<file path="src/rtl/crt_scan_engine.sv">
`default_nettype none
// ============================================================================
// crt_scan_engine : noop/addx instruction stream to sprite-compare pixel stream
//                   with probe-cycle signal-strength accumulation
// Revision        : 1.0
// ============================================================================
module crt_scan_engine #(
  parameter int XW          = 16,
  parameter int COLS        = 40,
  parameter int ROWS        = 6,
  parameter int SPRITE_HALF = 1,
  parameter int PROBE_FIRST = 20,
  parameter int PROBE_STEP  = 40,
  parameter int SUM_W       = 32
) (
  input  logic                    clk,
  input  logic                    rst,
  input  logic                    i_start,
  input  logic                    i_instr_valid,
  output logic                    o_instr_ready,
  input  logic                    i_instr_op,
  input  logic signed [XW-1:0]    i_instr_imm,
  input  logic                    i_instr_end,
  output logic                    o_pix_valid,
  input  logic                    i_pix_ready,
  output logic                    o_pix_lit,
  output logic [$clog2(COLS)-1:0] o_pix_col,
  output logic [$clog2(ROWS)-1:0] o_pix_row,
  output logic                    o_pix_last,
  output logic signed [XW-1:0]    o_x_out,
  output logic signed [SUM_W-1:0] o_sum,
  output logic                    o_busy,
  output logic                    o_done
);

  localparam int c_CLW   = $clog2(COLS);
  localparam int c_RLW   = $clog2(ROWS);
  localparam int c_FRAME = COLS * ROWS;
  localparam int c_CW    = $clog2(c_FRAME + 2);
  localparam int c_PMAX  = (PROBE_FIRST > PROBE_STEP) ? PROBE_FIRST : PROBE_STEP;
  localparam int c_PW    = $clog2(c_PMAX + 1);
  localparam int c_PRW   = c_CW + 1 + XW;
  localparam logic signed [XW+1:0] c_SH = (XW+2)'(SPRITE_HALF);

  typedef enum logic [2:0] {
    S_IDLE  = 3'd0,
    S_FETCH = 3'd1,
    S_EMIT1 = 3'd2,
    S_EMIT2 = 3'd3,
    S_DONE  = 3'd4
  } state_t;

  state_t                  r_state, w_state_nx;
  logic signed [XW-1:0]    r_x, r_imm;
  logic                    r_op, r_lit;
  logic [c_CW-1:0]         r_c;
  logic [c_CLW-1:0]        r_col, w_col_nx;
  logic [c_RLW-1:0]        r_row, w_row_nx;
  logic [c_PW-1:0]         r_pcnt;
  logic signed [SUM_W-1:0] r_sum;
  logic signed [c_PRW-1:0] w_prod;
  logic                    w_emit, w_acc, w_last, w_take, w_probe;

  // Column minus X at two extra bits so negative or far-off X never aliases into the sprite.
  function automatic logic f_lit(input logic [c_CLW-1:0] col, input logic signed [XW-1:0] x);
    logic signed [XW+1:0] d;
    d = $signed({{(XW+2-c_CLW){1'b0}}, col}) - (XW+2)'(x);
    return (d <= c_SH) && (d >= -c_SH);
  endfunction

  assign w_emit  = (r_state == S_EMIT1) || (r_state == S_EMIT2);
  assign w_acc   = w_emit && i_pix_ready;
  assign w_last  = (r_c == c_CW'(c_FRAME));
  assign w_take  = i_instr_valid || i_instr_end;
  assign w_probe = (r_pcnt == '0);
  assign w_prod  = c_PRW'($signed({1'b0, r_c})) * c_PRW'(r_x);

  always_comb begin
    w_col_nx = r_col + 1'b1;
    w_row_nx = r_row;
    if (r_col == c_CLW'(COLS - 1)) begin
      w_col_nx = '0;
      w_row_nx = (r_row == c_RLW'(ROWS - 1)) ? '0 : r_row + 1'b1;
    end
  end

  always_ff @(posedge clk) begin
    if (rst) r_state <= S_IDLE;
    else     r_state <= w_state_nx;
  end

  always_comb begin
    w_state_nx = r_state;
    case (r_state)
      S_IDLE, S_DONE: if (i_start) w_state_nx = S_FETCH;
      S_FETCH:        if (w_take)  w_state_nx = S_EMIT1;
      S_EMIT1: if (w_acc) w_state_nx = w_last ? S_DONE : (r_op ? S_EMIT2 : S_FETCH);
      S_EMIT2: if (w_acc) w_state_nx = w_last ? S_DONE : S_FETCH;
      default:            w_state_nx = S_IDLE;
    endcase
  end

  always_ff @(posedge clk) begin
    if (rst) begin
      r_x    <= XW'(1);
      r_imm  <= '0;
      r_op   <= 1'b0;
      r_lit  <= 1'b0;
      r_c    <= c_CW'(1);
      r_col  <= '0;
      r_row  <= '0;
      r_pcnt <= c_PW'(PROBE_FIRST - 1);
      r_sum  <= '0;
    end else begin
      case (r_state)
        S_IDLE, S_DONE: begin
          if (i_start) begin
            r_x    <= XW'(1);
            r_c    <= c_CW'(1);
            r_col  <= '0;
            r_row  <= '0;
            r_pcnt <= c_PW'(PROBE_FIRST - 1);
            r_sum  <= '0;
          end
        end
        S_FETCH: begin
          // An exhausted program with nothing offered runs as noop without a handshake.
          if (w_take) begin
            r_op  <= i_instr_valid & i_instr_op;
            r_imm <= i_instr_valid ? i_instr_imm : '0;
            r_lit <= f_lit(r_col, r_x);
          end
        end
        S_EMIT1, S_EMIT2: begin
          if (w_acc) begin
            r_c    <= r_c + 1'b1;
            r_col  <= w_col_nx;
            r_row  <= w_row_nx;
            r_pcnt <= w_probe ? c_PW'(PROBE_STEP - 1) : r_pcnt - 1'b1;
            if (w_probe) r_sum <= r_sum + SUM_W'(w_prod);
            if (r_state == S_EMIT1) r_lit <= f_lit(w_col_nx, r_x);
            else                    r_x   <= r_x + r_imm;
          end
        end
        default: ;
      endcase
    end
  end

  assign o_instr_ready = (r_state == S_FETCH);
  assign o_pix_valid   = w_emit;
  assign o_pix_lit     = r_lit;
  assign o_pix_col     = r_col;
  assign o_pix_row     = r_row;
  assign o_pix_last    = w_emit && w_last;
  assign o_x_out       = r_x;
  assign o_sum         = r_sum;
  assign o_busy        = (r_state == S_FETCH) || w_emit;
  assign o_done        = (r_state == S_DONE);

endmodule
`default_nettype wire

</file>
<file path="config.mk">
export PLATFORM = sky130hd
export DESIGN_NAME = crt_scan_engine
export DESIGN_NICKNAME = d
export VERILOG_FILES = /design/src/rtl/crt_scan_engine.sv
export SDC_FILE = /design/constraint.sdc
export NUM_CORES = 1
export LEC_CHECK = 0
export CORE_ASPECT_RATIO = 0.75
export CORE_MARGIN = 10
export CORE_UTILIZATION = 43
export DETAILED_ROUTE_END_ITERATION = 8
export PLACE_DENSITY = 0.71
export SKIP_CTS_REPAIR_TIMING = 1
export SLEW_MARGIN = 10
export SYNTH_ARGS = -nofsm -noshare
export SYNTH_HDL_FRONTEND = slang
export SYNTH_SLANG_ARGS = --single-unit
</file>
<file path="constraint.sdc">
create_clock -name clk -period 12.85 [get_ports clk]
set_input_delay 2.57 -clock clk [delete_from_list [all_inputs] [get_ports clk]]
set_output_delay 2.57 -clock clk [all_outputs]
set_load 0.05 [all_outputs]
</file>
**Word level (Yosys, flattened, before mapping)**

Cells that the tools add are included.

- Bits of input ports: 23
- Output and inout bits: 63
- Memories: 0
- Bits in read-only memories: 0
- Register bits after elaboration: 92
- Memory bits (writable): 0
- Logic and storage cells: 97
- Bits in latches: 0

- Reduce and logical (&&, ||, !) cells: 20
- Add/subtract/negate cells: 8
- Order comparisons: 4
- Div/mod/pow operators: 0
- $mul: 1
- Muxes and demuxes: 37
- Bitwise gates (word level): 1
- Shifts and indexed selects: 0
- Eq/ne operators: 16

Operators by type and width:

| operator | number |
|---|---|
| $mux 32 | 3 |
| $mux 16 | 4 |
| $pmux 32 s2 | 1 |
| $mux 6 | 6 |
| $ge 17x1->1 const B | 2 |
| $le 17x2->1 const B | 2 |
| $sub 7x16->17 | 2 |
| $add 32x25->32 | 1 |
| $pmux 16 s2 | 1 |
| $mux 3 | 10 |
| $mul 9x16->25 | 1 |
| $pmux 6 s2 | 2 |
| $reduce_and 4->1 | 5 |
| $add 16x16->16 | 1 |
| $mux 8 | 2 |
| $ne 2x2->1 const B | 8 |
| $pmux 8 s2 | 1 |
| $pmux 3 s4 | 1 |
| $add 8x1->8 const B | 1 |
| $eq 8x8->1 const B | 1 |
| $add 6x1->6 const B | 1 |
| $eq 3x2->1 const B | 2 |
| $eq 3x3->1 const B | 2 |
| $eq 6x6->1 const B | 1 |
| other kinds (17) | 26 |

**Logic depth before layout (Yosys ltp)**

- Word-level depth: 8
- Mapped depth: 24
- Mapped depth without buffers: 22

**Worst setup path before layout**

Ideal clock, no wire load.

- Path type: register to register
- Start: register r_x[6], in the netlist o_x_out[6]
- End: register r_sum[31], in the netlist o_sum[31]
- Path slack: 6.534 ns
- Stages on the path, launching flop included: 22
- Path buffers: 2
- Clock period less this slack: 6.316 ns
- Library setup time: 0.074 ns
- Data required time: 12.776 ns
- Arrival: 6.242 ns
- Cells stage by stage: dfxtp_1 > clkbuf_1 > clkbuf_1 > nand2_1 > fa_1 > inv_1 > fa_1 > fa_1 > fa_1 > inv_1 > fa_1 > inv_1 > ha_1 > a21oi_1 > o21ai_0 > and2_2 > a2111o_1 > o31ai_2 > a31oi_1 > and4_4 > or3_1 > o211ai_2

- Cells in the longest elaborated chain, start to end: 5

RTL lines:

| item | line | source |
|---|---|---|
| start: declaration | 54 | `logic signed [XW-1:0] r_x, r_imm;` |
| start signal: assignment | 142 | `else r_x <= r_x + r_imm;` |
| $mul 9x16->25 | 76 | `assign w_prod = c_PRW'($signed({1'b0, r_c})) * c_PRW'(r_x);` |
| $add 32x25->32 | 140 | `if (w_probe) r_sum <= r_sum + SUM_W'(w_prod);` |
| $mux 32 | 140 |  |
| $mux 32 | 135 | `if (w_acc) begin` |
| $pmux 32 s2 | 115 | `case (r_state)` |
| end signal: assignment | 140 |  |
| end: declaration | 60 | `logic signed [SUM_W-1:0] r_sum;` |

Every way passes these cells. The select of a mux whose other input is x is not followed.
A chain may end at the register's enable or synchronous reset.

**Worst setup path in the final report**

- Start: register r_x[15], in the netlist o_x_out[15]
- End: register r_sum[31], in the netlist o_sum[31]

The elaborated chain is that of the path after synthesis.

==> key figures <==
Global route
  • Vias in the first global route: 8806
  • Total grt overflow: 0
  • Largest net degree at the start of global routing: 53
  • First-pass GRT wire length: ~45 mm
  • Total Routing Usage GR: 0.163
  • Initial antenna violation count: 0

Logic synthesis
  • Sequential-to-total area share from yosys stat: 0.164
  • Area contributors post-synth: fa_1, dfxtp_1, ha_1
  • Syn Nets: between 1500 and 2000
  • Yosys top cell area share: 0.241
  • YS warnings: 0
  • Synthesized area: 11200 um^2
  • Yosys cell types: 73
  • Yosys reg bits: 92
  • Post-synthesis async set-or-reset flop share: 0
  • Synth top cells by count: inv_1, fa_1, nand2_1
  • Ys flop type: dfxtp_1
  • Count leader, synth: inv_1
  • Avg Inst Size Synth: roughly 8.4 um^2
  • Number of synthesized flops with an enable pin: 0
  • Cell taking the most area after synthesis: fa_1
  • Cell count after synthesis: 1335

STA
  • Least-Margin Pin Slew: 1.10 ns
  • Max Fclk: 0.155 GHz
  • Setup Skew: 0.0131 ns
  • Fin crit share: 0.502
  • Fin. Hold Viols: 0
  • Tmin final: 6.45 ns
  • RSZ-0062 raised after global routing: no
  • # setup viols final: 0
  • Setup TNS Final: 0 ns
  • Slew Limit Fails: 0
  • Slew headroom: 0.254

Worst setup path
  • Startpoint Class: register
  • Crit path max-delay family: adder cells
  • Worst Path Required: 13.09 ns
  • Most common cell on crit path: fa_1
  • Critical path arrival: 6.69 ns
  • Crit path cell chain: inv_1 > nor2_1 > fa_1 > fa_1 > fa_1 > inv_1 > fa_1 > fa_1 > inv_1 > ha_1 > nand2_1 > o21ai_0 > o21ba_2 > o31ai_2 > a31oi_1 > a31oi_1 > a32oi_1 > o211ai_2
  • Slowest-stage cell, CP: dfxtp_1
  • CP peak stage delay: 0.82 ns
  • Crit path buf inv count: 3
  • Worst-path maximum fanout: 22
  • Crit path kind: register to register
  • CP Capture Type: register

Power and ir drop
  • Sw Ratio: 0.298
  • Part of the power in registers: 0.413
  • Internal power: 0.000514 W
  • Worst IR drop on VDD: 81.1 uV
  • Logic gate share of total power: 0.174
  • Leakage power: 6.13 nW
  • Clock network power share: 0.413
  • Psw: ~0.00022 W
  • Pwr/cell area: 57.8 nW/um^2

Floorplan
  • Core area: 25800 um^2
  • Starting Density: 0.434
  • Die ar.: 33000 um^2
  • IO Pins: 86
  • # rows: 51
  • Die Ht: 160 um
  • Die Wd: 207 um

CTS
  • Clock-pin slew on the worst setup and hold paths: 0.07 ns
  • CTS tree: built
  • CTS Sinks: 92
  • Num CTS Buffers: 9
  • CTS root buf: clkbuf_16
  • CTS Buffer Depth: 2
  • H-tree depth: 3
  • Clk_lat worst skew: 0.37 ns

Routing
  • Drt wl/cell: ~15 um
  • Post-route ant nets: 0
  • Vias: between 9000 and 10000
  • Final WL: 26.6 mm
  • DR DRC count: 0
  • DR vias/cell: 5.41
  • TritonRoute pass-1 iters: 5
  • 1st-iter DRT viols: 729

Place
  • Placed cells: 1711
  • Placer Congestion: 0.879
  • Final HPWL DP: 21.2 mm
  • I/O Buffers: 85

Status
  • Status: finished clean

Layout
  • Nets: 1635
  • Fin cells: 1727
  • Fill cells: 2486
  • Area delta synth->final: 12.7%
  • ANT cells: 0
  • Layout cells sized above 1: 0.0362

Job
  • Number of max-cap violations: 0

Hold path
  • Hold Crit Class: register to register
[registers in the layout, summed over array words and instances (netlist names)]
name       count
o_sum         32
o_x_out       16
r_imm         16
r_c            8
o_pix_col      6
r_pcnt         6
o_pix_row      3
r_state        3
o_pix_lit      1
r_op           1
[worst paths after layout]
kind,startpoint,end,slack [ns],cells after the start
max,o_x_out[15],o_sum[31],6.40,18
min,o_sum[24],o_sum[24],0.49,2
max reg2reg,o_x_out[15],o_sum[31],6.40,18
min reg2reg,o_sum[24],o_sum[24],0.49,2
[cells in the final DEF (no fill, tap or decap), drive strengths merged, types with 14 or more instances in the layout]
| cell type | count |
|---|---|
| ha | 99 |
| or3 | 15 |
| xnor2 | 39 |
| a21oi | 59 |
| fa | 135 |
| and2 | 64 |
| o21ai | 46 |
| nor2b | 14 |
| nand2b | 14 |
| nand2 | 114 |
| nand3 | 20 |
| inv | 216 |
| a22oi | 27 |
| a22o | 29 |
| a21o | 28 |
| dfxtp | 92 |
| nor2 | 92 |
| xor2 | 22 |
| nor3 | 30 |
| clkdlybuf4s50 | 84 |
[stage by stage]
stage / hold WS [ns] / power, W / utilization / area (um^2) / setup slack, ns
2_1_floorplan: 0.465 / 0.000397 / - / 11200 / 6.53
3_3_place_gp: 0.452 / 0.000432 / 0.477 / 12300 / 6.57
3_5_place_dp: 0.475 / 0.000434 / 0.477 / 12300 / 6.42
4_1_cts: 0.490 / 0.000738 / 0.490 / 12700 / 6.44
5_1_grt: 0.517 / 0.000766 / 0.490 / 12700 / 5.97
6_report: 0.488 / 0.000731 / 0.490 / 12700 / 6.40
[worst register-to-register path, cell delays in order (launching register included)]
cell	delay, ns
dfxtp_1	0.82
inv_1	0.26
nor2_1	0.34
fa_1	0.54
fa_1	0.62
fa_1	0.57
inv_1	0.05
fa_1	0.47
fa_1	0.51
inv_1	0.04
ha_1	0.43
nand2_1	0.11
o21ai_0	0.41
o21ba_2	0.23
o31ai_2	0.07
a31oi_1	0.32
a31oi_1	0.18
a32oi_1	0.25
o211ai_2	0.11
[layer usage]
| layer | up-vias | global-route usage | share of wire |
|---|---|---|---|
| met4 | 0 | 0.0265 | 0.0073 |
| met5 | - | 0 | 0 |
| met1 | 4594 | 0.241 | 0.49 |
| met3 | 16 | 0.0289 | 0.056 |
| li1 | 4506 | - | - |
| met2 | 232 | 0.245 | 0.45 |
[cell type report]
class                      instances  area [um^2]  share of cell area
clock inverter                     7          103             0.00811
tap                              344          430              0.0340
multi-input combinational        972         8370               0.661
timing repair buffer              91          891              0.0704
inverter                         212          796              0.0629
clock buffer                       9          225              0.0178
sequential                        92         1840               0.146
[power by group through the flow]
stage                     sequential, W  combinational [W]  clock, W
final                          0.000302           0.000127  0.000302
after global routing           0.000304           0.000141  0.000321
after CTS                      0.000302           0.000126  0.000310
after detailed placement       0.000309           0.000125         0
after global placement         0.000309           0.000123         0
after floorplan                0.000307          0.0000907         0
[logic make-up after synthesis]
group,count (synthesis),synth area share
mux,6,0.00546
flops,92,0.164
fa+ha+maj,234,0.351
buf+inv,271,0.0915
xor+xnor,61,0.0476
compound gates,261,0.159
simple gates,410,0.181
Note: power is estimated with default switching activity, not from simulation.
